File: src/rtl/comparator_search.sv
// Binary-search driver for an external magnitude comparator: presents trial
// operands on `guess` and narrows [lo, hi] from the gt/lt/eq flags until `a` is known.
module comparator_search #(
  parameter int WIDTH = 4
) (
  input  logic                         clk,
  input  logic                         rst_n,
  input  logic                         start,
  input  logic                         gt,
  input  logic                         lt,
  input  logic                         eq,
  output logic [WIDTH-1:0]             guess,
  output logic                         busy,
  output logic                         done,
  output logic                         err,
  output logic [WIDTH-1:0]             found,
  output logic [$clog2(WIDTH+2)-1:0]   probes
);

  localparam int PW = $clog2(WIDTH + 2);
  localparam logic [WIDTH:0]   MAX_W1   = {1'b0, {WIDTH{1'b1}}};
  localparam logic [WIDTH:0]   ONE_W1   = {{WIDTH{1'b0}}, 1'b1};
  localparam logic [WIDTH-1:0] ALL_ONES = {WIDTH{1'b1}};
  localparam logic [WIDTH-1:0] ALL_ZERO = {WIDTH{1'b0}};
  localparam logic [PW-1:0]    ONE_PW   = {{(PW-1){1'b0}}, 1'b1};

  typedef enum logic [1:0] {
    IDLE  = 2'd0,
    PROBE = 2'd1,
    FIN   = 2'd2
  } state_t;

  state_t           state_r;
  logic [WIDTH:0]   lo_r;
  logic [WIDTH:0]   hi_r;

  logic [WIDTH:0]   guess_ext_s;
  logic [WIDTH:0]   lo_nxt_s;
  logic [WIDTH:0]   hi_nxt_s;
  logic [WIDTH:0]   sum_s;
  logic [WIDTH-1:0] guess_nxt_s;
  logic             flag_fault_s;
  logic             bounds_bad_s;
  logic             eq_only_s;
  logic             err_s;
  logic             resolve_s;

  assign guess_ext_s = {1'b0, guess};

  // Decode the comparator flags into updated bounds and flag-level faults.
  always_comb begin
    lo_nxt_s     = lo_r;
    hi_nxt_s     = hi_r;
    flag_fault_s = 1'b0;
    eq_only_s    = 1'b0;
    case ({gt, lt, eq})
      3'b100: begin
        lo_nxt_s     = guess_ext_s + ONE_W1;
        flag_fault_s = (guess == ALL_ONES);
      end
      3'b010: begin
        hi_nxt_s     = guess_ext_s - ONE_W1;
        flag_fault_s = (guess == ALL_ZERO);
      end
      3'b001: begin
        eq_only_s    = 1'b1;
      end
      default: begin
        flag_fault_s = 1'b1;
      end
    endcase
  end

  // An empty interval means the comparator contradicted an earlier answer.
  assign bounds_bad_s = (lo_nxt_s > hi_nxt_s);
  assign err_s        = flag_fault_s | bounds_bad_s;
  assign resolve_s    = eq_only_s | err_s;
  assign sum_s        = lo_nxt_s + hi_nxt_s;
  assign guess_nxt_s  = WIDTH'(sum_s >> 1);

  // Search FSM with all outputs registered.
  always_ff @(posedge clk) begin
    if (!rst_n) begin
      state_r <= IDLE;
      lo_r    <= '0;
      hi_r    <= '0;
      guess   <= '0;
      busy    <= 1'b0;
      done    <= 1'b0;
      err     <= 1'b0;
      found   <= '0;
      probes  <= '0;
    end else begin
      case (state_r)
        IDLE: begin
          done <= 1'b0;
          if (start) begin
            lo_r    <= '0;
            hi_r    <= MAX_W1;
            guess   <= WIDTH'(MAX_W1 >> 1);
            probes  <= '0;
            err     <= 1'b0;
            busy    <= 1'b1;
            state_r <= PROBE;
          end else begin
            state_r <= IDLE;
          end
        end
        PROBE: begin
          probes <= probes + ONE_PW;
          if (resolve_s) begin
            busy    <= 1'b0;
            done    <= 1'b1;
            state_r <= FIN;
            if (err_s) begin
              err <= 1'b1;
            end else begin
              found <= guess;
            end
          end else begin
            lo_r    <= lo_nxt_s;
            hi_r    <= hi_nxt_s;
            guess   <= guess_nxt_s;
            state_r <= PROBE;
          end
        end
        FIN: begin
          done    <= 1'b0;
          state_r <= IDLE;
        end
        default: begin
          busy    <= 1'b0;
          done    <= 1'b0;
          state_r <= IDLE;
        end
      endcase
    end
  end

endmodule

File: config.mk
export PLATFORM = sky130hd
export DESIGN_NAME = comparator_search
export DESIGN_NICKNAME = d
export VERILOG_FILES = /design/src/rtl/comparator_search.sv
export SDC_FILE = /design/constraint.sdc
export NUM_CORES = 1
export LEC_CHECK = 0
export CAP_MARGIN = 25
export CORE_MARGIN = 10
export CORE_UTILIZATION = 50
export DETAILED_ROUTE_END_ITERATION = 10
export PLACE_DENSITY = 0.73
export SLEW_MARGIN = 20
export SYNTH_ARGS = -nofsm -noshare
export SYNTH_HDL_FRONTEND = slang
export SYNTH_SLANG_ARGS = --single-unit
File: constraint.sdc
create_clock -name clk -period 6.2 [get_ports clk]
set_input_delay 1.55 -clock clk [delete_from_list [all_inputs] [get_ports clk]]
set_output_delay 1.55 -clock clk [all_outputs]
set_load 0.02 [all_outputs]
==> impl_metrics.xml <==
<?xml version="1.0" encoding="UTF-8"?>
<metrics>
  <group name="run_status">
    <metric name="outcome" unit="">finished, final reports clean</metric>
  </group>
  <group name="sta">
    <metric name="final.period_utilization" unit="%">72.21</metric>
    <metric name="fin_crit" unit="ns">4.477</metric>
    <metric name="worst_clock_skew" unit="ns">0.001468</metric>
    <metric name="timing.final.ws_setup" unit="ns">1.723</metric>
    <metric name="timing.setup.tns" unit="ns">0</metric>
    <metric name="timing_hold_violations_final" unit="">0</metric>
    <metric name="fmax" unit="MHz">223.4</metric>
    <metric name="final-setup-viol-count" unit="">0</metric>
    <metric name="timing.final.max_slew_violations" unit="">0</metric>
    <metric name="max-slew-margin-rel" unit="%">53.45</metric>
    <metric name="setup_repair_after_global_routing_missed_its_margin" unit="">false</metric>
    <metric name="tightest_slew" unit="ns">0.6961</metric>
  </group>
  <group name="synthesis">
    <metric name="synth_compound_area_share" unit="%">17.95</metric>
    <metric name="syn_inst" unit="">184</metric>
    <metric name="synthDistinctLibCells" unit="">51</metric>
    <metric name="count_of_flip_flops_with_a_built_in_enable_after_synthesis" unit="">0</metric>
    <metric name="postSynthRegisterBits" unit="">26</metric>
    <metric name="post_synthesis_cell_area" unit="mm²">0.001673</metric>
    <metric name="synth_fa_ha_area_share" unit="%">10.17</metric>
    <metric name="largest_family_of_logic_cells_by_synthesized_area" unit="">simple AND/OR/NAND/NOR gates</metric>
    <metric name="synth_area_per_cell" unit="µm²">9.092</metric>
    <metric name="synthFlopType" unit="">dfxtp_1</metric>
    <metric name="post_synth_xor_area_fraction" unit="%">3.665</metric>
    <metric name="synth_warnings" unit="">0</metric>
    <metric name="syn-num-nets" unit="">203</metric>
    <metric name="synthSimpleGateAreaFrac" unit="%">22.44</metric>
    <metric name="postSynth.asyncResetShare" unit="%">0</metric>
    <metric name="seq_area_frac_synth" unit="%">31.11</metric>
    <metric name="post_synth_mux_area_share" unit="%">8.452</metric>
  </group>
  <group name="floorplanning">
    <metric name="dieWidth" unit="µm">77.84</metric>
    <metric name="initial_core_util" unit="%">53.48</metric>
    <metric name="placementRows" unit="">20</metric>
    <metric name="ioPinCount" unit="">20</metric>
    <metric name="fp.dieH" unit="µm">77.84</metric>
    <metric name="core_area" unit="mm²">0.003128</metric>
    <metric name="die_area" unit="mm²">0.006059</metric>
  </group>
  <group name="layout">
    <metric name="final-seq-area" unit="µm²">520.5</metric>
    <metric name="final_area" unit="mm²">0.001886</metric>
    <metric name="num_antenna_cells" unit="">0</metric>
    <metric name="fillers" unit="">279</metric>
    <metric name="final_nets" unit="">218</metric>
    <metric name="area_growth_syn_to_layout" unit="%">12.72</metric>
    <metric name="instances_no_fill" unit="">241</metric>
    <metric name="final_layout_size_suffix_gt1_share" unit="%">11.68</metric>
    <metric name="multiInputGateArea" unit="mm²">0.001049</metric>
    <metric name="final_util" unit="%">60.28</metric>
  </group>
  <group name="global_routing">
    <metric name="via_count_of_the_first_global_routing_pass" unit="">1383</metric>
    <metric name="grt_max_degree" unit="">22</metric>
    <metric name="gr-usage-all-layers" unit="%">13.06</metric>
    <metric name="grt_first_pass_wirelength" unit="mm">6.630</metric>
    <metric name="grt_antenna_before_repair" unit="">0</metric>
    <metric name="overflow" unit="">0</metric>
  </group>
  <group name="clock_network">
    <metric name="cts-htree-levels" unit="">1</metric>
    <metric name="cts.hold.buffers_added" unit="">0</metric>
    <metric name="post_cts.repair.setup_buffers" unit="">0</metric>
    <metric name="cts-buffers-inserted" unit="">3</metric>
    <metric name="cts-root-to-sink-buffers" unit="">2</metric>
    <metric name="cts_num_sinks" unit="">26</metric>
    <metric name="cts_resized" unit="">0</metric>
    <metric name="cts_tree" unit="">done</metric>
    <metric name="clock_insertion_delay_worst_skew" unit="ns">0.31</metric>
    <metric name="path_clk_slew" unit="ns">0.13</metric>
    <metric name="ctsRootBufferMaster" unit="">clkbuf_4</metric>
  </group>
  <group name="power_and_ir_drop">
    <metric name="ir_drop" unit="µV">75.96</metric>
    <metric name="p_leak" unit="µW">0.0007112</metric>
    <metric name="power.density" unit="mW/mm²">192.5</metric>
  </group>
  <group name="min_path">
    <metric name="whs_path_depth" unit="">2</metric>
    <metric name="min-delay-path-class" unit="">reg2reg</metric>
  </group>
  <group name="worst_setup_path">
    <metric name="kind_of_start_point_of_the_critical_path" unit="">input pin</metric>
    <metric name="critical_path_class" unit="">in2reg</metric>
    <metric name="cp-end-kind" unit="">flop</metric>
    <metric name="critical_path_arrival" unit="ns">4.69</metric>
    <metric name="required" unit="ns">6.42</metric>
    <metric name="reg2reg_depth" unit="">9</metric>
    <metric name="crit_fanout" unit="">13</metric>
  </group>
  <group name="route">
    <metric name="drt_pass1_iterations" unit="">4</metric>
    <metric name="detail-route-antenna-nets" unit="">0</metric>
    <metric name="drc_violations_left" unit="">0</metric>
    <metric name="wl_per_cell" unit="µm">15.44</metric>
    <metric name="finalWirelength" unit="mm">3.722</metric>
    <metric name="via_count" unit="">1333</metric>
    <metric name="post_drt_via_cell_ratio" unit="">5.531</metric>
    <metric name="drt_iter0_drc" unit="">98</metric>
  </group>
  <group name="placed_design">
    <metric name="gpl.final_weighted_congestion" unit="">0.8303</metric>
    <metric name="place_area" unit="mm²">0.001863</metric>
    <metric name="io_buffers" unit="">19</metric>
    <metric name="placed_cells" unit="">238</metric>
    <metric name="post-place-ws" unit="ns">1.385</metric>
    <metric name="place_hpwl" unit="mm">2.944</metric>
  </group>
  <group name="flow_run">
    <metric name="max-cap-violations" unit="">0</metric>
  </group>
</metrics>
-- metal layers --
layer  GRT usage (%)  routed length (µm)  up-vias
met4           5.474                  58        0
met1           15.59                1703      615
met5               0                   0        -
met2           22.97                1830       35
li1                -                   -      673
met3           1.498                 129       10
-- kinds of logic after synthesis --
| group | Yosys count |
|---|---|
| AOI/OAI and AO/OA | 35 |
| buffers and inverters | 20 |
| adders and majority gates | 13 |
| xor gates and xnor gates | 7 |
| muxes | 14 |
| DFF | 26 |
| and+or+nand+nor | 69 |
-- worst max-delay path, stage by stage --
cell	delay (ns)
clkdlybuf4s50_1	0.48
nor3b_2	0.57
mux2_2	0.45
ha_1	0.34
or2_4	0.27
a221oi_4	0.27
o221a_4	0.28
nor2_4	0.10
o311a_2	0.38
-- power by group --
group          switching [µW]  total, µW  internal [µW]
Sequential               10.1        185            175
Clock                    46.2       68.9           22.7
Combinational            60.1        109           48.8
Total                     116        363            247
-- stage by stage --
stage | total power (µW) | hold WS [ns]
floorplan | 268.1 | 0.4441
global placement | 294.4 | 0.4411
detailed placement | 298.1 | 0.4579
CTS | 366.0 | 0.4761
global route | 386.3 | 0.5018
finish | 363.0 | 0.4711
-- registers in the layout, indices dropped and copies added (netlist names) --
register and flops:
lo_r 5, hi_r 5, found 4, err 1, guess 4, probes 3, state_r 2, done 1
busy 1
-- Yosys cell counts, types with 2 or more instances --
| library cell | count | area share (%) |
|---|---|---|
| o21a_1 | 2 | 0.90 |
| buf_2 | 3 | 0.90 |
| inv_1 | 10 | 2.2 |
| a21oi_1 | 8 | 2.4 |
| nand3_1 | 10 | 3.0 |
| xnor2_1 | 5 | 2.6 |
| xor2_1 | 2 | 1.0 |
| mux2i_1 | 13 | 7.8 |
| o21ai_0 | 9 | 2.7 |
| nand2b_1 | 2 | 0.75 |
| or2_2 | 2 | 0.75 |
| nor3_1 | 3 | 0.90 |
| nand2_1 | 23 | 5.2 |
| nor3b_1 | 3 | 1.3 |
| nand4_1 | 2 | 0.75 |
| o311a_2 | 4 | 2.7 |
| clkbuf_1 | 2 | 0.45 |
| nor2_1 | 7 | 1.6 |
| dfxtp_1 | 26 | 31 |
| and3_1 | 2 | 0.75 |
| nor2b_1 | 4 | 1.5 |
| nor3b_2 | 2 | 1.5 |
| ha_1 | 12 | 9.0 |
-- worst paths after layout --
kind | from | endpoint | slack (ns)
worst min register to register | found[0]$_SDFFE_PN0P_ | found[0]$_SDFFE_PN0P_ | 0.47
worst min-delay path | found[0]$_SDFFE_PN0P_ | found[0]$_SDFFE_PN0P_ | 0.47
worst max-delay path | gt | guess[2]$_SDFFE_PN0P_ | 1.72
worst max register to register | guess[0]$_SDFFE_PN0P_ | guess[2]$_SDFFE_PN0P_ | 3.14
-- layout by cell type (no fill, tap or decap), types with 3 or more instances in the layout --
cell | Yosys | routed
nand3_1 | 10 | 10
nor3b_1 | 3 | 3
xnor2_1 | 5 | 5
nor2_1 | 7 | 7
dfxtp_1 | 26 | 26
nor3_1 | 3 | 3
o311a_2 | 4 | 4
clkbuf_4 | 0 | 3
ha_1 | 12 | 12
clkdlybuf4s50_1 | 0 | 19
mux2i_1 | 13 | 13
inv_1 | 10 | 10
a21oi_1 | 8 | 8
o21ai_0 | 9 | 9
nor2b_1 | 4 | 4
nand2_1 | 23 | 23
-- cell type report --
class                   count  share of cell area (%)
multi-input cells         138                   55.61
flip-flops and latches     26                   27.60
repair buffers             20                   10.68
well taps                  44                   2.920
inverters                  10                   1.991
clock buffers               3                   1.194
(Power assumes the default switching activity.)
